`config.mk`:
```
export PLATFORM = sky130hd
export DESIGN_NAME = etapa_id
export DESIGN_NICKNAME = d
export VERILOG_FILES = /design/src/rtl/etapa_id.sv
export SDC_FILE = /design/constraint.sdc
export NUM_CORES = 1
export LEC_CHECK = 0
export ABC_AREA = 1
export BUFFER_PORTS_ARGS = -buffer_cell sky130_fd_sc_hd__buf_2
export CORE_MARGIN = 4
export CORE_UTILIZATION = 45
export DETAILED_ROUTE_END_ITERATION = 10
export GPL_ROUTABILITY_DRIVEN = 0
export HOLD_SLACK_MARGIN = 0.08
export PLACE_DENSITY = 0.7
export SLEW_MARGIN = 20
export SYNTH_ARGS = -nofsm -noshare
export SYNTH_HDL_FRONTEND = slang
export SYNTH_SLANG_ARGS = --single-unit
```
`constraint.sdc`:
```
create_clock -name clk -period 4.1 [get_ports clk]
set_input_delay 0.82 -clock clk [delete_from_list [all_inputs] [get_ports clk]]
set_output_delay 0.82 -clock clk [all_outputs]
set_load 0.01 [all_outputs]
```
`src/rtl/etapa_id.sv`:
```
// Decode stage of the vector processor.
// Splits the 14-bit instruction into fields, reads the 8-entry vector
// register file (with same-cycle writeback bypass), tracks outstanding
// writers in a per-register busy scoreboard, and loads the ID/EX register.
// A HALT parks the stage in HALTED until reset; writebacks still land.
module etapa_id #(
    parameter int DATA_W = 32,
    parameter int REG_AW = 3
) (
    input  logic              clk,
    input  logic              rst_n,
    input  logic [13:0]       if_instr,
    input  logic              if_valid,
    input  logic              ex_stall,
    input  logic              flush,
    input  logic              wb_en,
    input  logic [REG_AW-1:0] wb_addr,
    input  logic [DATA_W-1:0] wb_data,
    output logic              id_stall,
    output logic              id_valid,
    output logic [3:0]        id_opcode,
    output logic [REG_AW-1:0] id_rd,
    output logic [DATA_W-1:0] id_rs1_data,
    output logic [DATA_W-1:0] id_rs2_data,
    output logic [3:0]        id_imm,
    output logic              id_we,
    output logic              id_mem_rd,
    output logic              id_mem_wr,
    output logic              id_illegal,
    output logic              halted
);

    localparam int NREG = 1 << REG_AW;

    localparam logic [3:0] OP_NOP  = 4'h0;
    localparam logic [3:0] OP_VLD  = 4'hA;
    localparam logic [3:0] OP_VST  = 4'hB;
    localparam logic [3:0] OP_HALT = 4'hF;

    typedef enum logic {RUN, HALTED} state_t;

    state_t state_reg, state_next;

    logic [DATA_W-1:0] rf [NREG];
    logic [NREG-1:0]   busy;
    logic [NREG-1:0]   wb_mask;
    logic [NREG-1:0]   set_mask;
    logic [NREG-1:0]   busy_eff;

    // Instruction fields
    logic [3:0]        op;
    logic [REG_AW-1:0] f_rd;
    logic [REG_AW-1:0] f_rs1;
    logic [REG_AW-1:0] f_rs2;
    logic [REG_AW-1:0] src2;

    // Decoded controls
    logic dec_use1;
    logic dec_use2;
    logic dec_we;
    logic dec_mem_rd;
    logic dec_mem_wr;
    logic dec_reserved;
    logic dec_halt;

    logic [DATA_W-1:0] rs1_val;
    logic [DATA_W-1:0] rs2_val;
    logic              hazard;
    logic              issue;

    assign op    = if_instr[13:10];
    assign f_rd  = if_instr[9:7];
    assign f_rs1 = if_instr[6:4];
    assign f_rs2 = if_instr[3:1];
    // VST carries its store data in the rd field
    assign src2  = (op == OP_VST) ? f_rd : f_rs2;

    // Opcode decode into source usage and EX-side control bits
    always_comb begin
        dec_use1     = 1'b0;
        dec_use2     = 1'b0;
        dec_we       = 1'b0;
        dec_mem_rd   = 1'b0;
        dec_mem_wr   = 1'b0;
        dec_reserved = 1'b0;
        dec_halt     = 1'b0;
        case (op)
            4'h1, 4'h2, 4'h3, 4'h4, 4'h5, 4'h6, 4'h7: begin
                dec_use1 = 1'b1;
                dec_use2 = 1'b1;
                dec_we   = 1'b1;
            end
            4'h8, 4'h9: begin
                dec_use1 = 1'b1;
                dec_we   = 1'b1;
            end
            OP_VLD: begin
                dec_use1   = 1'b1;
                dec_we     = 1'b1;
                dec_mem_rd = 1'b1;
            end
            OP_VST: begin
                dec_use1   = 1'b1;
                dec_use2   = 1'b1;
                dec_mem_wr = 1'b1;
            end
            4'hC, 4'hD, 4'hE: dec_reserved = 1'b1;
            OP_HALT:          dec_halt     = 1'b1;
            default: ;
        endcase
    end

    // Operand read with same-cycle writeback bypass
    always_comb begin
        rs1_val = rf[f_rs1];
        rs2_val = rf[src2];
        if (wb_en && (wb_addr == f_rs1)) rs1_val = wb_data;
        if (wb_en && (wb_addr == src2))  rs2_val = wb_data;
    end

    // Scoreboard view: a register being written back this cycle is no longer busy
    always_comb begin
        wb_mask = '0;
        if (wb_en) wb_mask[wb_addr] = 1'b1;
        busy_eff = busy & ~wb_mask;
    end

    // RAW on used sources, WAW on rd; only meaningful for a live instruction in RUN
    always_comb begin
        hazard = 1'b0;
        if (if_valid && (state_reg == RUN)) begin
            hazard = (dec_use1 && busy_eff[f_rs1]) ||
                     (dec_use2 && busy_eff[src2])  ||
                     (dec_we   && busy_eff[f_rd]);
        end
    end

    assign issue    = !ex_stall && !flush && (state_reg == RUN) && if_valid && !hazard;
    assign halted   = (state_reg == HALTED);
    assign id_stall = ex_stall || hazard || halted;

    // Busy bit to raise for an issuing writer
    always_comb begin
        set_mask = '0;
        if (issue && dec_we) set_mask[f_rd] = 1'b1;
    end

    // Register file and scoreboard, one slice per register; set beats clear
    for (genvar gi = 0; gi < NREG; gi++) begin : g_reg
        always_ff @(posedge clk) begin
            if (!rst_n) begin
                rf[gi]   <= '0;
                busy[gi] <= 1'b0;
            end else begin
                if (wb_mask[gi]) rf[gi] <= wb_data;
                if (set_mask[gi])     busy[gi] <= 1'b1;
                else if (wb_mask[gi]) busy[gi] <= 1'b0;
            end
        end
    end

    // Run/halt state register
    always_ff @(posedge clk) begin
        if (!rst_n) state_reg <= RUN;
        else        state_reg <= state_next;
    end

    // Enter HALTED only when a HALT actually issues
    always_comb begin
        state_next = state_reg;
        if (state_reg == RUN && issue && dec_halt) state_next = HALTED;
    end

    // Reserved opcodes are remembered until reset
    always_ff @(posedge clk) begin
        if (!rst_n)                      id_illegal <= 1'b0;
        else if (issue && dec_reserved)  id_illegal <= 1'b1;
    end

    // ID/EX register: hold on ex_stall, otherwise load an instruction or a bubble
    always_ff @(posedge clk) begin
        if (!rst_n) begin
            id_valid    <= 1'b0;
            id_opcode   <= '0;
            id_rd       <= '0;
            id_rs1_data <= '0;
            id_rs2_data <= '0;
            id_imm      <= '0;
            id_we       <= 1'b0;
            id_mem_rd   <= 1'b0;
            id_mem_wr   <= 1'b0;
        end else if (!ex_stall) begin
            id_rd       <= f_rd;
            id_rs1_data <= rs1_val;
            id_rs2_data <= rs2_val;
            id_imm      <= if_instr[3:0];
            if (issue && !dec_halt) begin
                id_valid  <= 1'b1;
                id_opcode <= dec_reserved ? OP_NOP : op;
                id_we     <= dec_we;
                id_mem_rd <= dec_mem_rd;
                id_mem_wr <= dec_mem_wr;
            end else begin
                id_valid  <= 1'b0;
                id_opcode <= OP_NOP;
                id_we     <= 1'b0;
                id_mem_rd <= 1'b0;
                id_mem_wr <= 1'b0;
            end
        end
    end

endmodule

```
==> results.sh, run 1 <==
export IMPL_portBuffers=136
export IMPL_synth_top_family_by_area="compound AO/OA/AOI/OAI gates"
export IMPL_grt_max_degree=129
export IMPL_layout_nets=2065
export IMPL_row_count=71
export IMPL_synth_area_um2=17100
export IMPL_ctsHoldBuffers=0
export IMPL_core_um2=37600
export IMPL_grtUsageTotal=0.261
export IMPL_fin_skew_ns=0.0185
export IMPL_grt_first_pass_wirelength_um=85100
export IMPL_clkTransAtPathRegs_ns=0.06
export IMPL_die_x_um=203
export IMPL_p_sw_mw=2.29
export IMPL_dieArea_um2=41200
export IMPL_leakage_nw=7.26
export IMPL_viasPerCell=6.23
export IMPL_die_h_um=203
export IMPL_design_area_um2=19300
export IMPL_synth_top_cell_area_share=0.449
export IMPL_overflow=0
export IMPL_yosys_warnings=0
export IMPL_p_per_area_nw_per_um2=448
export IMPL_clockPowerShare=0.397
export IMPL_synth_seq_area_share=0.553
export IMPL_status="complete, no violations"
export IMPL_worst_endpoint_arrival_ns=2.90
export IMPL_syn_to_final_growth_pct=12.9
export IMPL_synth_area_leader_cell="edfxtp_1"
export IMPL_n_antenna_cell=0
export IMPL_min_to="id_illegal"
export IMPL_start_util=0.456
export IMPL_min_period_ns=3.72
export IMPL_synth_edf_count=256
export IMPL_synth_most_common_cell="nor2_1"
export IMPL_synthCells=1974
export IMPL_ctsResizeCount=0
export IMPL_setup_viol=0
export IMPL_slew_headroom=0.231
export IMPL_timing_fmax_ghz=0.269
export IMPL_yosys_area_share_simple=0.172
export IMPL_p_int_mw=6.38
export IMPL_critPathLaunchType="input pin"
export IMPL_synth_compound_gate_area_share=0.214
export IMPL_clk_path_buf_depth=3
export IMPL_placed_cell_area_um2=18100
export IMPL_root_buffer="clkbuf_16"
export IMPL_hp_class="reg2reg"
export IMPL_synth_area_mux_share=0
export IMPL_r2r_slack_ns=2.48
export IMPL_tightest_slew_ns=1.15
export IMPL_hold_viol=0
export IMPL_r2r_end="id_opcode[3]"
export IMPL_async_reset_ff_frac=0
export IMPL_antenna_found_initial=0
export IMPL_synth_fa_ha_area_frac=0
export IMPL_crit_chain="buf_2 > inv_2 > nor2_4 > nand2_4 > o21ai_4 > nand2_1 > nor2_1 > nor2_1 > nor2_4 > o211ai_1 > buf_2"
export IMPL_drt_first_pass_iters=8
export IMPL_drc=0
export IMPL_clkSinkCount=345
export IMPL_rr_worst_depth=9
export IMPL_fin_setup_tns_ns=0
export IMPL_critPathBufInv=3
export IMPL_io_pins=137
export IMPL_cts_htree_levels=2
export IMPL_critPathSlowestCell="o21ai_4"
export IMPL_rsz0062_at_grt="no"
export IMPL_cp_required_ns=3.28
export IMPL_clk_latency_ns=0.53
export IMPL_share_seq_of_total_power=0.474
export IMPL_grt_pass1_vias=15600
export IMPL_sw_frac_of_total=0.265
export IMPL_critPathMaxFanout=19
export IMPL_cpPeakStageDelay_ns=0.64
export IMPL_drv_slew=0
export IMPL_synth_nets=2029
export IMPL_fin_total_pwr_mw=8.67
export IMPL_r2r_start="busy[1]"
export IMPL_routed_wl_um=56500
export IMPL_synth_xor_area_frac=0.000511
export IMPL_place_detailed_hpwl_um=29700
export IMPL_avgSynthCellArea_um2=8.68
export IMPL_crit_path_end_kind="output port"
export IMPL_synth_area_leaders="edfxtp_1 45%, nor2_1 12%, o21ai_0 11%"
export IMPL_vias=15900
export IMPL_maxCapViolations=0
export IMPL_ys_ff_latch=345
export IMPL_synth_ff_type="edfxtp_1"
export IMPL_synthTopCellsByCount="531 x nor2_1, 361 x o21ai_0, 256 x edfxtp_1, 123 x clkbuf_1, 104 x nand2_1"
export IMPL_post_cts_setup_buffers=0
export IMPL_wire_per_inst_um=22.2
export IMPL_holdPathStages=2
export IMPL_hp_start="id_illegal"
export IMPL_peakVddDrop_v=0.000335
export IMPL_final_layout_size_suffix_gt1_frac=0.129
export IMPL_drtAntennaViolNets=0
export IMPL_drt_iter0_drc=2381
export IMPL_worst_setup_path_type="in2out"
export IMPL_pwr_share_comb=0.129
export IMPL_numCtsBuffers=37
export IMPL_critPathTopFamily="simple AND/OR/NAND/NOR gates"
export IMPL_cts_tree="yes"
export IMPL_synth_distinct_cells=34
export IMPL_period_share=0.907
[cells in the final DEF (no fill, tap or decap), types with 26 or more instances in the layout]
| cell type | netlist | final |
|---|---|---|
| o21ai_1 | 39 | 38 |
| clkinv_1 | 33 | 34 |
| buf_4 | 6 | 26 |
| nor2_1 | 531 | 531 |
| clkbuf_16 | 0 | 39 |
| nand3_1 | 59 | 51 |
| o221ai_1 | 96 | 96 |
| o22ai_1 | 34 | 34 |
| dfxtp_1 | 89 | 89 |
| inv_1 | 54 | 50 |
| o21ai_0 | 361 | 361 |
| edfxtp_1 | 256 | 256 |
| a21oi_1 | 76 | 76 |
| nand2_1 | 104 | 95 |
| buf_2 | 32 | 134 |
[power by group through the flow]
| stage | Clock, mW | Combinational [mW] | Sequential (mW) |
|---|---|---|---|
| after floorplan | 0 | 0.670 | 4.18 |
| after global placement | 0 | 1.06 | 4.17 |
| after detailed placement | 0 | 1.09 | 4.18 |
| after CTS | 3.46 | 1.09 | 4.11 |
| after global routing | 3.61 | 1.21 | 4.13 |
| final | 3.44 | 1.12 | 4.11 |
[metal layers]
metal / vias to the layer above / routed length [um] / GRT usage
met4: 0 / 2230 / 0.121
met5: - / 0 / 0
li1: 7054 / - / -
met3: 191 / 5900 / 0.0348
met2: 1086 / 26800 / 0.430
met1: 7552 / 21500 / 0.344
[tightest hold or removal path: stages (launching register included)]
cell and delay (ns):
dfxtp_1 0.30, inv_1 0.05, a21oi_1 0.05
[registers in the layout, indices dropped and copies added (netlist names)]
| signal | cells |
|---|---|
| rf | 256 |
| id_rs1_data | 32 |
| id_rs2_data | 32 |
| busy | 8 |
| id_imm | 4 |
| id_opcode | 4 |
| id_rd | 3 |
| halted | 1 |
| id_illegal | 1 |
| id_mem_rd | 1 |
| id_mem_wr | 1 |
| id_valid | 1 |
| id_we | 1 |
[worst max path at each step]
stage,cells past startpoint,end,start
finish,11,id_stall,if_instr[13]
global route,11,id_stall,if_instr[13]
CTS,11,id_stall,if_instr[13]
detailed placement,11,id_stall,if_instr[13]
global placement,11,id_stall,if_instr[13]
floorplan,13,id_stall,wb_addr[2]
[stage by stage]
step | std cells | util | setup slack [ns] | hold WS [ns]
floorplan | 1974 | - | 1.17 | 0.474
global placement | 2482 | 0.481 | 0.493 | 0.437
detailed placement | 2482 | 0.481 | 0.452 | 0.447
CTS | 2550 | 0.514 | 0.458 | 0.456
global route | 2550 | 0.515 | 0.264 | 0.484
finish | 2550 | 0.515 | 0.382 | 0.448
[final cells by class]
cell class	instances	area, um^2
fillers	3350	18200
inverters	92	352
repair buffers	162	906
well taps	511	639
clock inverters	11	135
clock buffers	57	1110
flip-flops and latches	345	9470
multi-input cells	1372	6730
[logic make-up (layout without fill, tap and decap cells)]
group | after synthesis | in the layout
AND/OR/NAND/NOR | 734 | 734
buffers and inverters | 257 | 322
XOR/XNOR | 1 | 1
AO/OA/AOI/OAI | 637 | 637
flip-flops | 345 | 345
Power figures use the tool's default switching activity.
==> run 2, diff against run 1 <==
Clock period 4.1 ns to 3.9 ns, I/O delays scaled along.
==> results.sh, run 2 (synthesized netlist as in run 1, its figures left out) <==
export IMPL_status="complete, no violations"
export IMPL_largest_reg_flops=256
export IMPL_drt_first_pass_iters=8
export IMPL_grtUsageTotal=0.261
export IMPL_path_depth=12
export IMPL_layout_nets=2081
export IMPL_utilization=0.517
export IMPL_worst_setup_path_type="in2out"
export IMPL_cpPeakStageDelay_ns=0.65
export IMPL_maxCapViolations=0
export IMPL_fin_skew_ns=0.0161
export IMPL_final_common_cell="nor2_1"
export IMPL_io_pins=137
export IMPL_ctsHoldBuffers=0
export IMPL_rr_worst_depth=10
export IMPL_clk_latency_ns=0.54
export IMPL_fin_cells=2565
export IMPL_cts_tree="yes"
export IMPL_grt_max_degree=141
export IMPL_wire_per_inst_um=21.9
export IMPL_slew_headroom=0.333
export IMPL_drt_iter0_drc=2113
export IMPL_hold_viol=0
export IMPL_clk_path_buf_depth=3
export IMPL_final_layout_size_suffix_gt1_frac=0.134
export IMPL_drtAntennaViolNets=0
export IMPL_drc=0
export IMPL_period_share=0.880
export IMPL_placed_cell_area_um2=18200
export IMPL_post_cts_setup_buffers=0
export IMPL_crit_path_end_kind="output port"
export IMPL_core_um2=37600
export IMPL_vias=15900
export IMPL_worst_endpoint_arrival_ns=2.65
export IMPL_antenna_found_initial=1
export IMPL_drv_slew=0
export IMPL_fin_setup_tns_ns=0
export IMPL_dp_cells=2498
export IMPL_row_count=71
export IMPL_reg_largest_list="rf x256, id_rs1_data x32, id_rs2_data x32"
export IMPL_syn_to_final_growth_pct=13.5
export IMPL_n_antenna_cell=0
export IMPL_die_h_um=203
export IMPL_cts_htree_levels=2
export IMPL_numCtsBuffers=37
export IMPL_routed_wl_um=56200
export IMPL_holdPathStages=2
export IMPL_leakage_nw=7.31
export IMPL_timing_fmax_ghz=0.291
export IMPL_critPathSlowestCell="o21ai_4"
export IMPL_tightest_slew_ns=1.00
export IMPL_min_period_ns=3.43
export IMPL_clkTransAtPathRegs_ns=0.05
export IMPL_die_x_um=203
export IMPL_root_buffer="clkbuf_16"
export IMPL_hp_class="reg2reg"
export IMPL_viasPerCell=6.21
export IMPL_place_detailed_hpwl_um=30200
export IMPL_critPathMaxFanout=15
export IMPL_top_register="rf"
export IMPL_overflow=0
export IMPL_setup_viol=0
export IMPL_clkSinkCount=345
export IMPL_grt_pass1_vias=15700
export IMPL_rsz0062_at_grt="no"
export IMPL_p_per_area_nw_per_um2=469
export IMPL_critPathLaunchType="input pin"
export IMPL_start_util=0.456
export IMPL_critPathTopFamily="compound AO/OA/AOI/OAI gates"
export IMPL_fin_total_pwr_mw=9.11
export IMPL_grt_first_pass_wirelength_um=85600
export IMPL_design_area_um2=19400
export IMPL_critPathBufInv=4
export IMPL_dieArea_um2=41200
export IMPL_portBuffers=136
export IMPL_layout_common_cells="531 x nor2_1, 361 x o21ai_0, 256 x edfxtp_1"
export IMPL_peakVddDrop_v=0.000279
export IMPL_cp_required_ns=3.12
export IMPL_crit_chain="buf_2 > inv_2 > nor2_4 > nand2_4 > o21ai_4 > inv_4 > nand3_1 > nand2_1 > nor2_1 > nor2_4 > o211ai_1 > buf_2"
export IMPL_ctsResizeCount=0
## run 2: cell types whose count changed in the layout (fill, tap and decap cells not counted), sizes merged
| cell | previous run | this run |
|---|---|---|
| buf | 162 | 178 |
| clkinv | 40 | 41 |
| clkinvlp | 1 | 3 |
| bufinv | 3 | 4 |
| clkbuf | 57 | 52 |
## run 2: power by group
group / internal, mW / switching [mW] / leakage [nW]
Sequential: 4.19 / 0.126 / 3.21
Clock: 2.16 / 1.45 / 0.593
Combinational: 0.345 / 0.833 / 3.51
Total: 6.69 / 2.41 / 7.31
## run 2: through the flow
stage	hold WS (ns)	worst slack (ns)
after CTS	0.450	0.529
after global placement	0.437	0.576
after global routing	0.462	0.384
after detailed placement	0.442	0.536
final	0.448	0.469
after floorplan	0.474	1.05
## run 2: path summary, 6_finish.rpt
kind / startpoint / endpoint / slack [ns]
max: if_instr[13] / id_stall / 0.47
min: id_illegal / id_illegal / 0.45
max reg2reg: busy[1] / id_opcode[0] / 2.31
min reg2reg: id_illegal / id_illegal / 0.45
## run 2: worst reg2reg max path, cell delays in order (launching register included)
cell and delay (ns):
dfxtp_1 0.30, nand2_1 0.15, nand2_1 0.08, nand3_1 0.09, nand3_1 0.07, nand3_1 0.11
nand2_1 0.09, nor2_4 0.12, buf_4 0.22, nand4_1 0.12, a21oi_1 0.14
## run 2: metal layers
metal | vias to the layer above | routed length, um | global-route usage
met3 | 218 | 6240 | 0.0476
met4 | 2 | 2240 | 0.106
li1 | 7093 | - | -
met2 | 1096 | 26300 | 0.432
met5 | - | 11 | 0
met1 | 7520 | 21400 | 0.342
## run 2: area by class of cell
cell class                 count  area (um^2)
sequential                   345         9470
clock buffer                  52         1050
clock inverter                15          181
fill                        3414        18100
inverter                      92          352
multi-input combinational   1372         6710
tap                          511          639
timing repair buffer         178         1030
